==> config.mk <==
export PLATFORM = sky130hd
export DESIGN_NAME = fp10_stream_acc
export DESIGN_NICKNAME = d
export VERILOG_FILES = /design/src/rtl/fp10_stream_acc_pkg.sv /design/src/rtl/fp10_lzc.sv /design/src/rtl/fp10_stream_acc.sv
export SDC_FILE = /design/constraint.sdc
export NUM_CORES = 1
export LEC_CHECK = 0
export ABC_AREA = 0
export CORE_UTILIZATION = 35
export DETAILED_ROUTE_END_ITERATION = 6
export GPL_TIMING_DRIVEN = 0
export PLACE_DENSITY_LB_ADDON = 0.25
export SLEW_MARGIN = 0
export SYNTH_ARGS = -nofsm -noshare
export SYNTH_HDL_FRONTEND = slang
export SYNTH_HIERARCHICAL = 1
export SYNTH_SLANG_ARGS = --single-unit
==> constraint.sdc <==
create_clock -name clk -period 5.8 [get_ports clk]
set_input_delay 1.16 -clock clk [delete_from_list [all_inputs] [get_ports clk]]
set_output_delay 1.16 -clock clk [all_outputs]
set_load 0.1 [all_outputs]
==> src/rtl/fp10_stream_acc_pkg.sv <==
// Shared constants, state encoding and field helpers for the fp10 accumulator.
package fp10_stream_acc_pkg;

  localparam int FP_M    = 4;
  localparam int EXT_W   = 8;
  localparam int HID_IDX = 7;
  localparam int G_IDX   = 2;
  localparam int R_IDX   = 1;
  localparam int S_IDX   = 0;

  localparam logic [8:0] MAXFIN_MAG = 9'h1EF;
  localparam logic [8:0] INF_MAG    = 9'h1F0;

  typedef enum logic [2:0] {
    ST_IDLE  = 3'd0,
    ST_ALIGN = 3'd1,
    ST_ADD   = 3'd2,
    ST_NORM  = 3'd3,
    ST_ROUND = 3'd4,
    ST_DONE  = 3'd5
  } state_t;

  // 1.mmmm followed by clear guard, round and sticky bits
  function automatic logic [EXT_W-1:0] ext_man(input logic [FP_M-1:0] m);
    return {1'b1, m, 3'b000};
  endfunction

endpackage

==> src/rtl/fp10_lzc.sv <==
// Leading-zero count of the 8-bit extended mantissa; an all-zero input yields 8.
module fp10_lzc
  import fp10_stream_acc_pkg::*;
(
  input  logic [EXT_W-1:0] man,
  output logic [3:0]       cnt
);

  always_comb begin
    cnt = 4'd8;
    for (int i = 0; i < EXT_W; i++) begin
      if (man[i]) cnt = 4'(EXT_W - 1 - i);
    end
  end

endmodule

==> src/rtl/fp10_stream_acc.sv <==
// Multicycle fp10 stream accumulator (align/add/normalise/round FSM, one operand per 5 cycles).
// Build option FP10_ACC_SAT_EN: overflow saturates to max finite instead of infinity.
module fp10_stream_acc
  import fp10_stream_acc_pkg::*;
#(
  parameter int N     = 10,
  parameter int E     = 5,
  parameter int M     = 4,
  parameter int BIAS  = 15,
  parameter int CNT_W = 8
) (
  input  logic             clk,
  input  logic             rst,
  input  logic             in_valid,
  output logic             in_ready,
  input  logic [N-1:0]     in_data,
  input  logic             in_last,
  output logic             out_valid,
  input  logic             out_ready,
  output logic [N-1:0]     out_data,
  output logic             out_ovf,
  output logic [CNT_W-1:0] out_cnt
);

  localparam int EXPW = E + 2;
  localparam logic [E-1:0]           EXP_INF   = E'(2 * BIAS + 1);
  localparam logic signed [EXPW-1:0] EXP_INF_S = EXPW'(2 * BIAS + 1);

  function automatic logic [EXT_W-1:0] align_shift(input logic [EXT_W-1:0] man,
                                                   input logic [E-1:0] diff);
    logic [EXT_W-1:0] shifted;
    logic [EXT_W-1:0] lost;
    if (diff > E'(EXT_W - 1)) return {{(EXT_W-1){1'b0}}, |man};
    shifted = man >> diff;
    lost    = man & ~({EXT_W{1'b1}} << diff);
    return {shifted[EXT_W-1:1], shifted[0] | (|lost)};
  endfunction

  // returns {mantissa carry, rounded stored mantissa}
  function automatic logic [M:0] round_ne(input logic [EXT_W-1:0] man);
    logic         inc;
    logic [M+1:0] sum;
    inc = man[G_IDX] & (man[R_IDX] | man[S_IDX] | man[G_IDX+1]);
    sum = {1'b0, man[HID_IDX -: M+1]} + (M+2)'(inc);
    return sum[M+1] ? {1'b1, sum[M:1]} : {1'b0, sum[M-1:0]};
  endfunction

  function automatic logic [N-1:0] ovf_value(input logic s);
`ifdef FP10_ACC_SAT_EN
    return {s, MAXFIN_MAG};
`else
    return {s, INF_MAG};
`endif
  endfunction

  state_t state_q, state_d;

  logic [N-1:0]     acc_q, op_q, acc_d;
  logic             last_q, ovf_q, ovf_d;
  logic [CNT_W-1:0] cnt_q, cnt_d;

  logic [N-2:0]     acc_key, op_key;
  logic [EXT_W-1:0] acc_man, op_man, big_man, small_man;
  logic [E-1:0]     big_exp, small_exp;
  logic             acc_zero, op_zero, op_inf, swap, big_sign, small_sign;

  logic             sign_p0, sub_p0;
  logic [E-1:0]     exp_p0;
  logic [EXT_W-1:0] big_p0, small_p0;

  logic             sign_p1;
  logic [E-1:0]     exp_p1;
  logic [EXT_W:0]   sum_p1;

  logic                   sign_p2, zero_p2;
  logic signed [EXPW-1:0] exp_p2;
  logic [EXT_W-1:0]       man_p2;

  logic [3:0]             lzc;
  logic [EXT_W-1:0]       norm_man;
  logic signed [EXPW-1:0] norm_exp, exp_r;
  logic [M:0]             rnd;

  assign in_ready = (state_q == ST_IDLE);

  fp10_lzc u_lzc (
    .man (sum_p1[EXT_W-1:0]),
    .cnt (lzc)
  );

  // order |acc| and |op|; exponent zero means the value is zero
  always_comb begin
    acc_zero   = (acc_q[M +: E] == '0);
    op_zero    = (op_q[M +: E] == '0);
    op_inf     = (op_q[M +: E] == EXP_INF);
    acc_key    = acc_zero ? '0 : acc_q[N-2:0];
    op_key     = op_zero ? '0 : op_q[N-2:0];
    acc_man    = acc_zero ? '0 : ext_man(acc_q[M-1:0]);
    op_man     = op_zero ? '0 : ext_man(op_q[M-1:0]);
    swap       = (op_key > acc_key);
    big_sign   = swap ? op_q[N-1] : acc_q[N-1];
    small_sign = swap ? acc_q[N-1] : op_q[N-1];
    big_exp    = swap ? op_key[N-2:M] : acc_key[N-2:M];
    small_exp  = swap ? acc_key[N-2:M] : op_key[N-2:M];
    big_man    = swap ? op_man : acc_man;
    small_man  = swap ? acc_man : op_man;
  end

  always_comb begin
    norm_man = sum_p1[EXT_W-1:0] << lzc;
    norm_exp = $signed({2'b00, exp_p1} - {{(E-2){1'b0}}, lzc});
    if (sum_p1[EXT_W]) begin
      norm_man = {sum_p1[EXT_W:2], sum_p1[1] | sum_p1[0]};
      norm_exp = $signed({2'b00, exp_p1} + {{(E+1){1'b0}}, 1'b1});
    end
  end

  // once overflowed, acc stays pinned until the result is handed off
  always_comb begin
    rnd   = round_ne(man_p2);
    exp_r = exp_p2 + $signed({{(E+1){1'b0}}, rnd[M]});
    acc_d = acc_q;
    ovf_d = ovf_q;
    cnt_d = (cnt_q == '1) ? cnt_q : cnt_q + 1'b1;
    if (ovf_q) begin
      acc_d = acc_q;
    end else if (op_inf) begin
      ovf_d = 1'b1;
      acc_d = ovf_value(op_q[N-1]);
    end else if (zero_p2 || exp_r[EXPW-1] || exp_r == '0) begin
      acc_d = '0;
    end else if (exp_r >= EXP_INF_S) begin
      ovf_d = 1'b1;
      acc_d = ovf_value(sign_p2);
    end else begin
      acc_d = {sign_p2, exp_r[E-1:0], rnd[M-1:0]};
    end
  end

  always_comb begin
    state_d = state_q;
    case (state_q)
      ST_IDLE:  if (in_valid) state_d = ST_ALIGN;
      ST_ALIGN: state_d = ST_ADD;
      ST_ADD:   state_d = ST_NORM;
      ST_NORM:  state_d = ST_ROUND;
      ST_ROUND: state_d = last_q ? ST_DONE : ST_IDLE;
      ST_DONE:  if (out_ready) state_d = ST_IDLE;
      default:  state_d = ST_IDLE;
    endcase
  end

  always_ff @(posedge clk) begin
    if (state_q == ST_IDLE && in_valid) begin
      op_q   <= in_data;
      last_q <= in_last;
    end
    // ALIGN -> ADD
    if (state_q == ST_ALIGN) begin
      sign_p0  <= big_sign;
      sub_p0   <= big_sign ^ small_sign;
      exp_p0   <= big_exp;
      big_p0   <= big_man;
      small_p0 <= align_shift(small_man, big_exp - small_exp);
    end
    // ADD -> NORM
    if (state_q == ST_ADD) begin
      sign_p1 <= sign_p0;
      exp_p1  <= exp_p0;
      sum_p1  <= sub_p0 ? {1'b0, big_p0} - {1'b0, small_p0}
                        : {1'b0, big_p0} + {1'b0, small_p0};
    end
    // NORM -> ROUND
    if (state_q == ST_NORM) begin
      zero_p2 <= (sum_p1 == '0);
      sign_p2 <= (sum_p1 == '0) ? 1'b0 : sign_p1;
      exp_p2  <= norm_exp;
      man_p2  <= norm_man;
    end
  end

  always_ff @(posedge clk) begin
    if (rst) begin
      state_q   <= ST_IDLE;
      acc_q     <= '0;
      cnt_q     <= '0;
      ovf_q     <= 1'b0;
      out_valid <= 1'b0;
      out_data  <= '0;
      out_ovf   <= 1'b0;
      out_cnt   <= '0;
    end else begin
      state_q <= state_d;
      if (state_q == ST_ROUND) begin
        acc_q <= acc_d;
        cnt_q <= cnt_d;
        ovf_q <= ovf_d;
        if (last_q) begin
          out_valid <= 1'b1;
          out_data  <= acc_d;
          out_cnt   <= cnt_d;
          out_ovf   <= ovf_d;
        end
      end
      if (state_q == ST_DONE && out_ready) begin
        acc_q     <= '0;
        cnt_q     <= '0;
        ovf_q     <= 1'b0;
        out_valid <= 1'b0;
      end
    end
  end

endmodule

; ---- After elaboration in Yosys (flattened, before gate mapping)
; Index checks and enable logic that the tools add are counted.
[word_totals]
input_bits = 15
out_inout_bits = 21
ff_bits = 108
[op_classes]
n_shift = 3
n_addsub = 8
eq_ne = 9
n_reduce_logical = 14
bitwise_logic = 8
muxes = 39
order_cmp = 3
[op_table]
columns = operator, count
row1 = 2-to-1 mux 8 bit, 7
row2 = 2-to-1 mux 9 bit, 4
row3 = 2-to-1 mux 4 bit, 8
row4 = 2-to-1 mux 10 bit, 3
row5 = case mux 3 bit (6 select lines), 1
row6 = OR reduction 8 bit, 2
row7 = 2-to-1 mux 5 bit, 3
row8 = 2-to-1 mux 7 bit, 2
row9 = zero test 5 bit, 2
row10 = adder 8 x 8 -> 9 bit, 1
row11 = > comparator 9 bit, 1
row12 = zero test 9 bit, 1
row13 = 2-to-1 mux 3 bit, 3
row14 = subtractor 8 x 8 -> 9 bit, 1
row15 = "adder 8 x 1 -> 8 bit, second input constant", 1
row16 = AND 8 bit, 1
row17 = "== test 8 bit, second input constant", 1
row18 = 2-to-1 mux 1 bit, 8
row19 = NOT 8 bit, 1
row20 = << shifter 8 x 4 -> 8 bit, 1
row21 = "<< shifter 8 x 5 -> 8 bit, first input constant", 1
row22 = right shift 8 x 5 -> 8 bit, 1
row23 = adder 7 x 2 -> 7 bit, 1
row24 = "greater-or-equal comparator 7 x 6 -> 1 bit, second input constant", 1
row25 = 19 further kinds, 28

; ---- Logic depth before layout (Yosys ltp)
; Gate-level depths: netlist (run 1).
[logic_depth]
word_depth = 11
mapped_depth = 18

; ---- Cells and area by module
; Netlist (run 1), hierarchy kept.
[by_module_without_submodules]
columns = module, n_inst, cells_each, area_per_inst_um2
row1 = fp10_stream_acc, 1, 638, 5926.9
row2 = fp10_lzc, 1, 14, 86.3

; ---- Worst setup path before layout (run 1)
; OpenSTA, ideal clock, no wires.
[synth_path]
kind = reg2reg
start = register op_q[5]
end = register small_p0[1], data pin
path_slack_ps = 1879
path_buffers = 1
t_arrival_ps = 3775
stages_incl_launch_ff = 19
t_required_ps = 5654
period_less_slack_ps = 3921
cell_sequence = edfxtp_1 -> clkbuf_1 -> nor3_1 -> nand2_1 -> nand2_1 -> inv_1 -> ha_1 -> nand4_1 -> or3_1 -> nand2_1 -> nor4_1 -> nor2_1 -> ha_1 -> or3_1 -> a21oi_1 -> a2111oi_1 -> nand2_1 -> or3b_2 -> a21oi_1
[synth_via]
elab_chain_cells = 9
word_cells_on_any_way = 13
cone_classes = add/sub: 1 / order compare: 2 / shift: 1 / mux: 8 / reduce/logical: 1
[synth_rtl]
columns = element, line_no
row1 = start: declaration, fp10_stream_acc.sv:58  ; logic [N-1:0] acc_q, op_q, acc_d;
row2 = start signal: assignment, fp10_stream_acc.sv:155  ; op_q <= in_data;
row3 = zero test 5 bit, fp10_stream_acc.sv:94  ; op_zero = (op_q[M +: E] == '0);
row4 = 2-to-1 mux 9 bit, fp10_stream_acc.sv:97  ; op_key = op_zero ? '0 : op_q[N-2:0];
row5 = > comparator 9 bit, fp10_stream_acc.sv:100  ; swap = (op_key > acc_key);
row6 = 2-to-1 mux 5 bit (on tied branches), "fp10_stream_acc.sv:103, fp10_stream_acc.sv:104"
row7 = subtractor 5 bit, fp10_stream_acc.sv:164  ; small_p0 <= align_shift(small_man, big_exp - small_exp);
row8 = > comparator 5 x 3 -> 1 bit, fp10_stream_acc.sv:33  ; if (diff > E'(EXT_W - 1)) return {{(EXT_W-1){1'b0}}, |man};
row9 = 2-to-1 mux 1 bit, fp10_stream_acc.sv:33
row10 = 2-to-1 mux 1 bit, fp10_stream_acc.sv:159  ; if (state_q == ST_ALIGN) begin
row11 = 2-to-1 mux 8 bit *, fp10_stream_acc.sv:34  ; shifted = man >> diff;
row12 = end signal: assignment, fp10_stream_acc.sv:164
row13 = end: declaration, fp10_stream_acc.sv:69  ; logic [EXT_W-1:0] big_p0, small_p0;
; Every way passes the cells marked *; elsewhere a longest branch is shown, timed or not. The select of a mux whose other input is x is not followed.
; A chain may end at the register's enable or synchronous reset.

; ---- Worst setup path in the final report (run 1)
; Same ends and word-level chain as after synthesis.

==> impl_results.md, run 1 <==
- Status: finished clean
- I/O Pins: 36
- Clk sinks: about 110
- Synth unique cells: between 60 and 70
- Total gr overflow: 0
- Vias in the first global route: approximately 4,700
- Synthesis-to-layout area growth: 15.5%
- VDD IR max: 0.000152 V
- Worst-Margin Slew: 0.976 ns
- Total CTS buffers: 9
- EDFF count, synth: 63
- Final Hold Fails: 0
- Clk pwr share: 32.5%
- CTS tree: yes
- Worst Setup Start Kind: register
- Crit-path leading delay family: simple AND/OR/NAND/NOR gates
- Internal: around 1.3 mW
- Post-synth ARST share: 0%
- FP Rows: 47
- Period utilization: 82.2%
- DR vias: 4,816
- Syn avg cell area: 9.22 um2
- Switching Fraction: roughly 29%
- Synth top area cells: edfxtp_1 31%, dfxtp_1 14%, ha_1 5.2%
- CTS Root Cell: clkbuf_16
- Setup TNS: 0 ns
- Yosys top cell area share: 31.5%
- Tmin final: 4.77 ns
- Die area: around 18,000 um2
- Antenna cell count: 0
- Logic gate share of total power: 19.1%
- Post-Syn Area: 6010 um2
- Layout fillers: 1,667
- Clock transition at path regs: approximately 0.070 ns
- Area of the core: 16,700 um2
- RSZ-0062 raised after global routing: false
- Core Util, Final: 41.6%
- NetSw: 0.517 mW
- Crit-path max FO: 10
- MaxCap Viol Count: 0
- Fin Clk Skew: 0.00863 ns
- Initial drt markers: 383
- Clock Latency Late Sink: 0.35 ns
- DRT Pass-1 Iters: 5
- Slew Viols, Final: 0
- Reg power frac: between 40% and 50%
- GRT Total Usage: around 17%
- Post-route DRC: 0
- CP Buf/Inv Count: 2
- Synth area leader: edfxtp_1
- Setup Buffers After CTS: 0
- Register area: 2730 um2
- Slew HR: 34.7%
- First-pass GRT wire length: 23.6 mm
- Vias per cell: 5.21
- Max Clk Rate: 210 MHz
- Max Buffers Root-to-Sink: 2
- Sequential fraction of the synthesis area: 45.4%
- Crit-path cells: clkbuf_1 > nor3_1 > nand2_1 > nand2_1 > inv_1 > ha_1 > nand4_1 > or3_1 > nand2_1 > nor4_1 > nor2_1 > ha_1 > or3_1 > a21oi_1 > a2111oi_1 > nand2_1 > or3b_2 > a21oi_1
- Fin cells: 924
- Multi-input gate area: 3020 um2
- Crit. End Element: register
- WP data required: 6.00 ns
- Post-DRT Antenna Nets: 0
- Gpl congestion: 0.835
- Top_reg_cell synth: edfxtp_1
- Post-Syn Nets: between 600 and 700
- Proportion of layout cells with a drive suffix above 1: around 5.4%
- Worst Hold Class: reg -> reg
- Die Height: 133 um
- Final setup violation count: 0
- Routed wire per std cell: 15.2 um
- Antenna violations before repair: 0
- Final Power: ~1.8 mW
- H-tree depth: 3
- Total Routed Length: 14.0 mm
- PostCTS Resize Cnt: 0
- Crit path DAT: between 4 and 5 ns
- Synth warn: 6
- Starting Density: a little over a third
- Hold_buf cts: 0
- Nets: 740
- Placed Cells: between 900 and 1,000
- Largest net degree at the start of global routing: 20
- Mapped Cells: between 600 and 700
- Crit-path max cell delay: between 0.5 and 0.6 ns
- P_leak: 2.44 nW
- IO buf count: 35
- Yosys reg bits: 105
- Pwr dens: 259 nW/um2
- Top cell by count, worst path: nand2_1
- Die width: 133 um
- CP Class: reg -> reg
- CP max stage cell: a2111oi_1
- Final HPWL DP: 10.8 mm
- Fin Hold WS: 0.412 ns
==> flip-flops by register name (all words and copies together) (netlist names) <==
signal	count
cnt_q	8
acc_q	10
op_q	10
sign_p0	1
ovf_q	1
state_q	3
out_ovf	1
sum_p1	9
sign_p2	1
big_p0	5
exp_p0	5
exp_p2	7
last_q	1
sub_p0	1
small_p0	8
zero_p2	1
man_p2	8
exp_p1	5
sign_p1	1
out_cnt	8
out_data	10
out_valid	1
==> stage by stage <==
| step | setup WS (ns) | instance area, um2 |
|---|---|---|
| finish | 1.03 | 6940 |
| detailed placement | 1.05 | 6660 |
| global route | 0.547 | 6940 |
| floorplan | 1.88 | 6010 |
| CTS | 1.02 | 6940 |
| global placement | 1.09 | 6640 |
==> placed cells by master, fill, tap and decap left out, drive strengths merged, types with 22 or more instances in the layout <==
| master | synthesis | routed |
|---|---|---|
| clkbuf | 29 | 38 |
| nand2 | 84 | 84 |
| nor2 | 71 | 71 |
| o21ai | 28 | 28 |
| xnor2 | 22 | 22 |
| edfxtp | 63 | 63 |
| nor3 | 23 | 23 |
| clkdlybuf4s50 | 0 | 35 |
| ha | 25 | 25 |
| a21oi | 49 | 49 |
| inv | 29 | 33 |
| dfxtp | 42 | 42 |
==> worst paths after layout <==
path | slack, ns | to | startpoint | cells past startpoint
max | 1.03 | small_p0[1]$_SDFFCE_PP0P_ | op_q[5]$_DFFE_PP_ | 18
min | 0.41 | exp_p1[3]$_DFFE_PP_ | exp_p0[3]$_DFFE_PP_ | 0
max reg2reg | 1.03 | small_p0[1]$_SDFFCE_PP0P_ | op_q[5]$_DFFE_PP_ | 18
min reg2reg | 0.41 | exp_p1[3]$_DFFE_PP_ | exp_p0[3]$_DFFE_PP_ | 0
==> logic make-up after synthesis <==
kind of cell    Yosys count  share of synthesized area, %
compound gates          144                          15.5
buf+inv                  64                          4.45
xor+xnor                 33                          4.81
flops                   105                          45.4
simple gates            257                          20.1
mux                      23                          4.10
fa+ha+maj                26                          5.53
==> cells in the mapped netlist (2+ instances only) <==
| library cell | n |
|---|---|
| a211oi_1 | 5 |
| a21boi_1 | 2 |
| a21o_1 | 3 |
| a21oi_1 | 47 |
| a21oi_2 | 2 |
| a22o_1 | 7 |
| a22oi_1 | 7 |
| a311oi_1 | 7 |
| a31o_2 | 2 |
| a31oi_1 | 3 |
| a41oi_1 | 2 |
| and2_1 | 7 |
| and3_1 | 6 |
| buf_6 | 3 |
| clkbuf_1 | 29 |
| dfxtp_1 | 42 |
| edfxtp_1 | 63 |
| ha_1 | 25 |
| inv_1 | 29 |
| mux2_2 | 3 |
| mux2i_1 | 19 |
| nand2_1 | 83 |
| nand2b_1 | 7 |
| nand3_1 | 18 |
| nand3b_1 | 2 |
| nand4_1 | 4 |
| nor2_1 | 70 |
| nor2b_1 | 10 |
| nor3_1 | 22 |
| nor3b_1 | 3 |
| nor4_1 | 10 |
| o211ai_1 | 7 |
| o21a_1 | 6 |
| o21ai_0 | 27 |
| o21bai_1 | 4 |
| o22ai_1 | 2 |
| o31ai_1 | 3 |
| or3_1 | 7 |
| xnor2_1 | 22 |
| xor2_1 | 11 |
==> layout make-up <==
cell class	instances	area share, %
clock buffer	9	3.24
buffer	35	2.29
tap	220	3.96
timing repair buffer	36	5.21
multi-input combinational	483	43.5
sequential	105	39.4
inverter	29	1.57
clock inverter	7	0.919
==> power by group through the flow <==
stage	Sequential, mW	Clock (mW)	Combinational, mW
after global placement	0.888	0	0.334
after floorplan	0.885	0	0.257
after detailed placement	0.888	0	0.344
final	0.872	0.584	0.343
after global routing	0.876	0.635	0.383
after CTS	0.871	0.609	0.345
==> per-layer routing <==
layer,track usage [%],share of wire [%],vias up
met5,0,0,-
met4,4.98,1.5,0
met3,3.68,4.0,14
met2,27.2,47,111
met1,22.1,47,2261
li1,-,-,2430
No activity file was read; power rests on OpenSTA's default activity.
==> run 2, diff against run 1 <==
==> constraint.sdc (replaced) <==
create_clock -name clk -period 4.5 [get_ports clk]
set_input_delay 0.9 -clock clk [delete_from_list [all_inputs] [get_ports clk]]
set_output_delay 0.9 -clock clk [all_outputs]
set_load 0.1 [all_outputs]
==> run 2 against run 1 <==
Effect of this change: utilization is 0.37 points higher; clock power is 29% higher; global-route usage is 0.083 points higher; routed wire length is 0.36% higher; design area is 0.90% higher.
==> impl_results.md, run 2 (synthesis results as in run 1) <==
- Status: finished clean (unchanged)
- Biggest regs: acc_q (10), op_q (10), out_data (10) (unchanged)
- Final Instance Area: 7010 um2 (was 6940 um2)
- Worst-Margin Slew: 0.976 ns (about the same)
- Most frequent cells in the layout: 81 x nand2_1, 70 x nor2_1, 63 x edfxtp_1 (was 83 x nand2_1, 70 x nor2_1, 63 x edfxtp_1)
- P_leak: 2.46 nW (was 2.44 nW)
- Worst Setup Start Kind: register (unchanged)
- Crit path DAT: 4.38 ns (was 4.97 ns)
- Commonest non-fill, non-tap cell in the layout: nand2_1 (unchanged)
- Routed wire per std cell: 15.2 um (about the same)
- Pwr dens: 333 nW/um2 (was 259 nW/um2)
- WL met2: 6.67 mm (was 6.64 mm)
- Vias per cell: 5.22 (was 5.21)
- Fin cells: 925 (was 924)
- Final setup violation count: 0 (unchanged)
- I/O Pins: 36 (unchanged)
- GRT Total Usage: 16.8% (was 16.7%)
- Total Routed Length: 14.1 mm (was 14.0 mm)
- Slew HR: 34.7% (about the same)
- Setup TNS: 0 ns (unchanged)
- CP Class: reg -> reg (unchanged)
- Die width: 133 um (unchanged)
- Clk pwr share: 32.4% (was 32.5%)
- Met3 routed WL: 533 um (was 561 um)
- Vias in the first global route: 4,751 (was 4,719)
- Post-route DRC: 0 (unchanged)
- Reg power frac: 48.3% (was 48.5%)
- Antenna violations before repair: 0 (unchanged)
- Final HPWL DP: 10.8 mm (unchanged)
- Placed Cells: 908 (unchanged)
- NetSw: 0.673 mW (was 0.517 mW)
- Crit. End Element: register (unchanged)
- Slew Viols, Final: 0 (unchanged)
- Total CTS buffers: 9 (unchanged)
- Metal1 wirelength: 6.65 mm (was 6.60 mm)
- Initial drt markers: 353 (was 383)
- First-pass GRT wire length: 23.7 mm (was 23.6 mm)
- Period utilization: 93.0% (was 82.2%)
- Largest net degree at the start of global routing: 20 (unchanged)
- Final Power: 2.33 mW (was 1.80 mW)
- Die area: 17,700 um2 (unchanged)
- CTS tree: yes (unchanged)
- H-tree depth: 3 (unchanged)
- FP Rows: 47 (unchanged)
- CTS Root Cell: clkbuf_16 (unchanged)
- Switching Fraction: 28.9% (was 28.7%)
- Max Buffers Root-to-Sink: 2 (unchanged)
- Internal: 1.66 mW (was 1.28 mW)
- Tmin final: 4.19 ns (was 4.77 ns)
- Worst Hold Class: reg -> reg (unchanged)
- DRT Pass-1 Iters: 5 (unchanged)
- Starting Density: 36.0% (unchanged)
- RSZ-0062 raised after global routing: false (unchanged)
- Area of the core: 16,700 um2 (unchanged)
- DR vias: 4,833 (was 4,816)
- Top sig layer: met4 (unchanged)
- Die Height: 133 um (unchanged)
- IO buf count: 35 (unchanged)
- Logic gate share of total power: 19.3% (was 19.1%)
- Clock transition at path regs: 0.07 ns (about the same)
- Nets: 741 (was 740)
- Antenna cell count: 0 (unchanged)
- Fin Clk Skew: 0.00852 ns (was 0.00863 ns)
- VDD IR max: 0.000194 V (was 0.000152 V)
- Total gr overflow: 0 (unchanged)
- WP data required: 4.70 ns (was 6.00 ns)
- Hold_buf cts: 0 (unchanged)
- MaxCap Viol Count: 0 (unchanged)
- Post-DRT Antenna Nets: 0 (unchanged)
- Core Util, Final: 42.0% (was 41.6%)
- Final Hold Fails: 0 (unchanged)
- Clock Latency Late Sink: 0.35 ns (about the same)
- Crit-path max FO: 6 (was 10)
- Synthesis-to-layout area growth: 16.5% (was 15.5%)
- Dpl cell area: 6660 um2 (unchanged)
- Layout fillers: 1,663 (was 1,667)
- Max Clk Rate: 239 MHz (was 210 MHz)
- Proportion of layout cells with a drive suffix above 1: 6.95% (was 5.40%)
- Clk sinks: 105 (unchanged)
- Register area: 2730 um2 (unchanged)
- Gpl congestion: 0.835 (unchanged)
- Multi-input gate area: 3070 um2 (was 3020 um2)
==> run 2: cell types whose count changed in the layout (fill, tap and decap cells not counted), sizes merged <==
| cell | change |
|---|---|
| buf | +3 |
| clkbuf | -2 |
==> run 2: cell type report <==
cell class | instances | share of cell area (%)
buffer | 33 | 2.16
clock buffer | 9 | 3.21
clock inverter | 7 | 0.911
inverter | 29 | 1.55
multi-input combinational | 483 | 43.8
sequential | 105 | 39.0
tap | 220 | 3.93
timing repair buffer | 39 | 5.48
==> run 2: layer usage <==
| metal | vias up | GRT usage, % |
|---|---|---|
| met5 | - | 0 |
| met4 | 0 | 4.98 |
| met3 | 18 | 3.68 |
| met2 | 92 | 27.4 |
| met1 | 2285 | 22.2 |
| li1 | 2438 | - |
==> run 2: power by group through the flow <==
stage / combinational, mW / sequential (mW) / clock, mW
2_1_floorplan: 0.331 / 1.14 / 0
3_3_place_gp: 0.430 / 1.14 / 0
3_5_place_dp: 0.443 / 1.14 / 0
4_1_cts: 0.451 / 1.12 / 0.785
5_1_grt: 0.501 / 1.13 / 0.818
6_report: 0.451 / 1.13 / 0.755
==> run 2: stage by stage <==
stage                     setup WS (ns)  hold slack, ns
final                             0.315           0.412
after global placement           -0.215           0.404
after floorplan                   0.579           0.400
after global routing             0.0433           0.413
after detailed placement         -0.249           0.405
after CTS                        0.0540           0.412
==> run 2: final timing paths <==
kind                       startpoint                         to  slack, ns  cells past startpoint
setup / recovery    op_q[7]$_DFFE_PP_  small_p0[3]$_SDFFCE_PP0P_       0.31                     17
hold / removal    exp_p0[3]$_DFFE_PP_        exp_p1[3]$_DFFE_PP_       0.41                      0
setup reg to reg    op_q[7]$_DFFE_PP_  small_p0[3]$_SDFFCE_PP0P_       0.31                     17
hold reg to reg   exp_p0[3]$_DFFE_PP_        exp_p1[3]$_DFFE_PP_       0.41                      0
==> run 2: timing repair <==
action                     4_1_cts  5_1_grt
setup endpoints to repair        3        7
setup buffers                    0        3
hold endpoints to repair         0        0
gates resized for setup          6        3
pin swaps                        0        1
==> run 2: worst max-delay path, stage by stage (launching register included) <==
cell and delay, ns:
edfxtp_1 0.47, nor3_2 0.23, nand2_1 0.16, nand2_1 0.13
inv_1 0.09, ha_1 0.33, a21oi_1 0.13, a21oi_1 0.11
nor3_2 0.44, o211a_1 0.27, nor2_1 0.05, ha_2 0.23
or3_1 0.33, a21oi_1 0.23, a2111oi_4 0.07, and2_1 0.23
or3_1 0.36, a31oi_1 0.18
==> run 3, diff against run 2 <==
--- a/config.mk
+++ b/config.mk
@@ -6,7 +6,7 @@
 export NUM_CORES = 1
 export LEC_CHECK = 0
 export ABC_AREA = 0
-export CORE_UTILIZATION = 35
+export CORE_UTILIZATION = 46
 export DETAILED_ROUTE_END_ITERATION = 6
 export GPL_TIMING_DRIVEN = 0
 export PLACE_DENSITY_LB_ADDON = 0.25
==> run 3 against run 2 <==
Effect of this change: die area fell by 24%; utilization increased by 13 points; largest cell class unchanged; global-route usage increased by 4.4 points; sequential power is essentially flat; critical path type unchanged; largest power group unchanged; sequential share of layout area rose by 0.14 points.
==> impl_results.md, run 3 (synthesis results as in run 1) <==
- Slew Viols, Final: 0 (unchanged)
- Final HPWL DP: 10.6 mm (was 10.8 mm)
- CP max stage cell: or3b_2 (was edfxtp_1)
- I/O Pins: 36 (unchanged)
- Starting Density: 47.5% (was 36.0%)
- CP Buf/Inv Count: 1 (unchanged)
- Initial drt markers: 332 (was 353)
- Total gr overflow: 0 (unchanged)
- Post-route DRC: 0 (unchanged)
- Total CTS buffers: 9 (unchanged)
- DR vias: 4,905 (was 4,833)
- Worst R2R Setup Slack: 0.24 ns (was 0.31 ns)
- WP data required: 4.70 ns (about the same)
- Vias per cell: 5.57 (was 5.22)
- Worst-Margin Slew: 0.989 ns (was 0.976 ns)
- Worst Hold Class: reg -> reg (unchanged)
- GRT Total Usage: 21.2% (was 16.8%)
- H-tree depth: 3 (unchanged)
- Crit-path cells: nor3_2 > nand2_1 > nand2_1 > inv_1 > ha_1 > nand4_1 > or3_1 > nand2_1 > nor4_1 > nor2_1 > ha_2 > or3_1 > a21oi_1 > a2111oi_4 > nand2_2 > or3b_2 > a21oi_1 (was nor3_2 > nand2_1 > nand2_1 > inv_1 > ha_1 > a21oi_1 > a21oi_1 > nor3_2 > o211a_1 > nor2_1 > ha_2 > or3_1 > a21oi_1 > a2111oi_4 > and2_1 > or3_1 > a31oi_1)
- Period utilization: 94.6% (was 93.0%)
- Biggest regs: acc_q (10), op_q (10), out_data (10) (unchanged)
- Total Routed Length: 13.8 mm (was 14.1 mm)
- Antenna cell count: 0 (unchanged)
- Crit-path leading delay family: simple AND/OR/NAND/NOR gates (unchanged)
- Max Buffers Root-to-Sink: 2 (unchanged)
- Largest net degree at the start of global routing: 19 (was 20)
- Antenna violations before repair: 0 (unchanged)
- CTS tree: yes (unchanged)
- Gpl congestion: 0.878 (was 0.835)
- P_leak: 2.49 nW (was 2.46 nW)
- DRT Pass-1 Iters: 5 (unchanged)
- Post-DRT Antenna Nets: 0 (unchanged)
- Worst Slack Setup Final: 0.243 ns (was 0.315 ns)
- MaxCap Viol Count: 0 (unchanged)
- Most frequent cells in the layout: 81 x nand2_1, 70 x nor2_1, 63 x edfxtp_1 (unchanged)
- Clk sinks: 105 (unchanged)
- Clock transition at path regs: 0.07 ns (about the same)
- Die width: 116 um (was 133 um)
- Commonest non-fill, non-tap cell in the layout: nand2_1 (unchanged)
- Synthesis-to-layout area growth: 16.2% (was 16.5%)
- Tmin final: 4.26 ns (was 4.19 ns)
- Crit path DAT: 4.45 ns (was 4.38 ns)
- Fin Hold WS: 0.411 ns (was 0.412 ns)
- CP Class: reg -> reg (unchanged)
- CTS Root Cell: clkbuf_16 (unchanged)
- R2r startpoint: op_q[7]$_DFFE_PP_ (unchanged)
- Proportion of layout cells with a drive suffix above 1: 7.62% (was 6.95%)
- Critical Path Source: op_q[7]$_DFFE_PP_ (unchanged)
- Slew HR: 33.9% (was 34.7%)
- Die area: 13,500 um2 (was 17,700 um2)
- Crit-path max cell delay: 0.50 ns (was 0.47 ns)
- Top cell by count, worst path: nand2_1 (was a21oi_1)
- Final Instance Area: 6990 um2 (was 7010 um2)
- VDD IR max: 0.000236 V (was 0.000194 V)
- CP endpoint: small_p0[1]$_SDFFCE_PP0P_ (was small_p0[3]$_SDFFCE_PP0P_)
- Reg-to-reg critical path endpoint: small_p0[1]$_SDFFCE_PP0P_ (was small_p0[3]$_SDFFCE_PP0P_)
- Area of the core: 12,700 um2 (was 16,700 um2)
- Dpl cell area: 6600 um2 (was 6660 um2)
- First-pass GRT wire length: 21.8 mm (was 23.7 mm)
- Reg2reg path depth: 17 (unchanged)
- Worst slack, placed: -0.340 ns (was -0.249 ns)
- Vias in the first global route: 4,488 (was 4,751)
- IO buf count: 35 (unchanged)
- Crit-path max FO: 8 (was 6)
- FP Rows: 41 (was 47)
- Hold_buf cts: 0 (unchanged)
- WP depth: 17 (unchanged)
- Nets: 745 (was 741)
- Clock Latency Late Sink: 0.36 ns (was 0.35 ns)
- Core Util, Final: 55.1% (was 42.0%)
- Fin Clk Skew: 0.00939 ns (was 0.00852 ns)
- Final setup violation count: 0 (unchanged)
- Final Hold Fails: 0 (unchanged)
- Routed wire per std cell: 15.7 um (was 15.2 um)
- Status: finished clean (unchanged)
- Pwr dens: 337 nW/um2 (was 333 nW/um2)
- Worst Setup Start Kind: register (unchanged)
- Crit. End Element: register (unchanged)
- Die Height: 116 um (was 133 um)
- Max Clk Rate: 235 MHz (was 239 MHz)
[run 3: cell types whose count changed in the layout (fill, tap and decap cells not counted), sizes merged]
| cell | previous run | this run |
|---|---|---|
| buf | 10 | 14 |
| clkinv | 3 | 1 |
| clkbuf | 36 | 38 |
[run 3: final cells by class]
cell class / instances / area (um2)
fill: 1156 / 5690
multi-input combinational: 483 / 3070
sequential: 105 / 2730
timing repair buffer: 43 / 414
clock buffer: 11 / 253
tap: 172 / 215
buffer: 33 / 151
inverter: 29 / 109
clock inverter: 5 / 43.8
[run 3: stage by stage]
stage / total power [mW] / TNS, ns / std cells
after floorplan: 1.47 / 0 / 652
after global placement: 1.57 / -0.327 / 859
after detailed placement: 1.58 / -0.721 / 860
after CTS: 2.36 / 0 / 876
after global routing: 2.45 / -0.0391 / 881
final: 2.35 / 0 / 881
[run 3: repair_timing]
| item | CTS | global route |
|---|---|---|
| setup endpoints to repair | 4 | 7 |
| hold endpoints to repair | 0 | 0 |
| resized for setup | 4 | 6 |
| buffers inserted | 0 | 7 |
[run 3: metal layers]
metal	vias up	wire length, um	share of wire, %	global-route usage (%)
met5	-	0	0	0
met4	0	248	1.8	7.18
met3	19	700	5.1	4.46
met2	138	6370	46	33.7
met1	2303	6470	47	28.8
li1	2445	-	-	-
[run 3: how the worst min path moves through the flow]
stage,from,endpoint,slack (ns),cells past startpoint
6_report,exp_p0[0]$_DFFE_PP_,exp_p1[0]$_DFFE_PP_,0.41,0
5_1_grt,exp_p0[1]$_DFFE_PP_,exp_p1[1]$_DFFE_PP_,0.42,0
4_1_cts,exp_p0[0]$_DFFE_PP_,exp_p1[0]$_DFFE_PP_,0.41,0
3_5_place_dp,exp_p0[4]$_DFFE_PP_,exp_p1[4]$_DFFE_PP_,0.40,0
3_3_place_gp,sign_p0$_DFFE_PP_,sign_p1$_DFFE_PP_,0.40,0
2_1_floorplan,exp_p0[0]$_DFFE_PP_,exp_p1[0]$_DFFE_PP_,0.40,0
[run 3: report_power, final]
group,leakage [nW],internal [mW],total (mW),switching [mW]
Sequential,0.923,1.08,1.12,0.0380
Clock,0.149,0.415,0.773,0.359
Combinational,1.42,0.192,0.458,0.267
Total,2.49,1.69,2.35,0.663
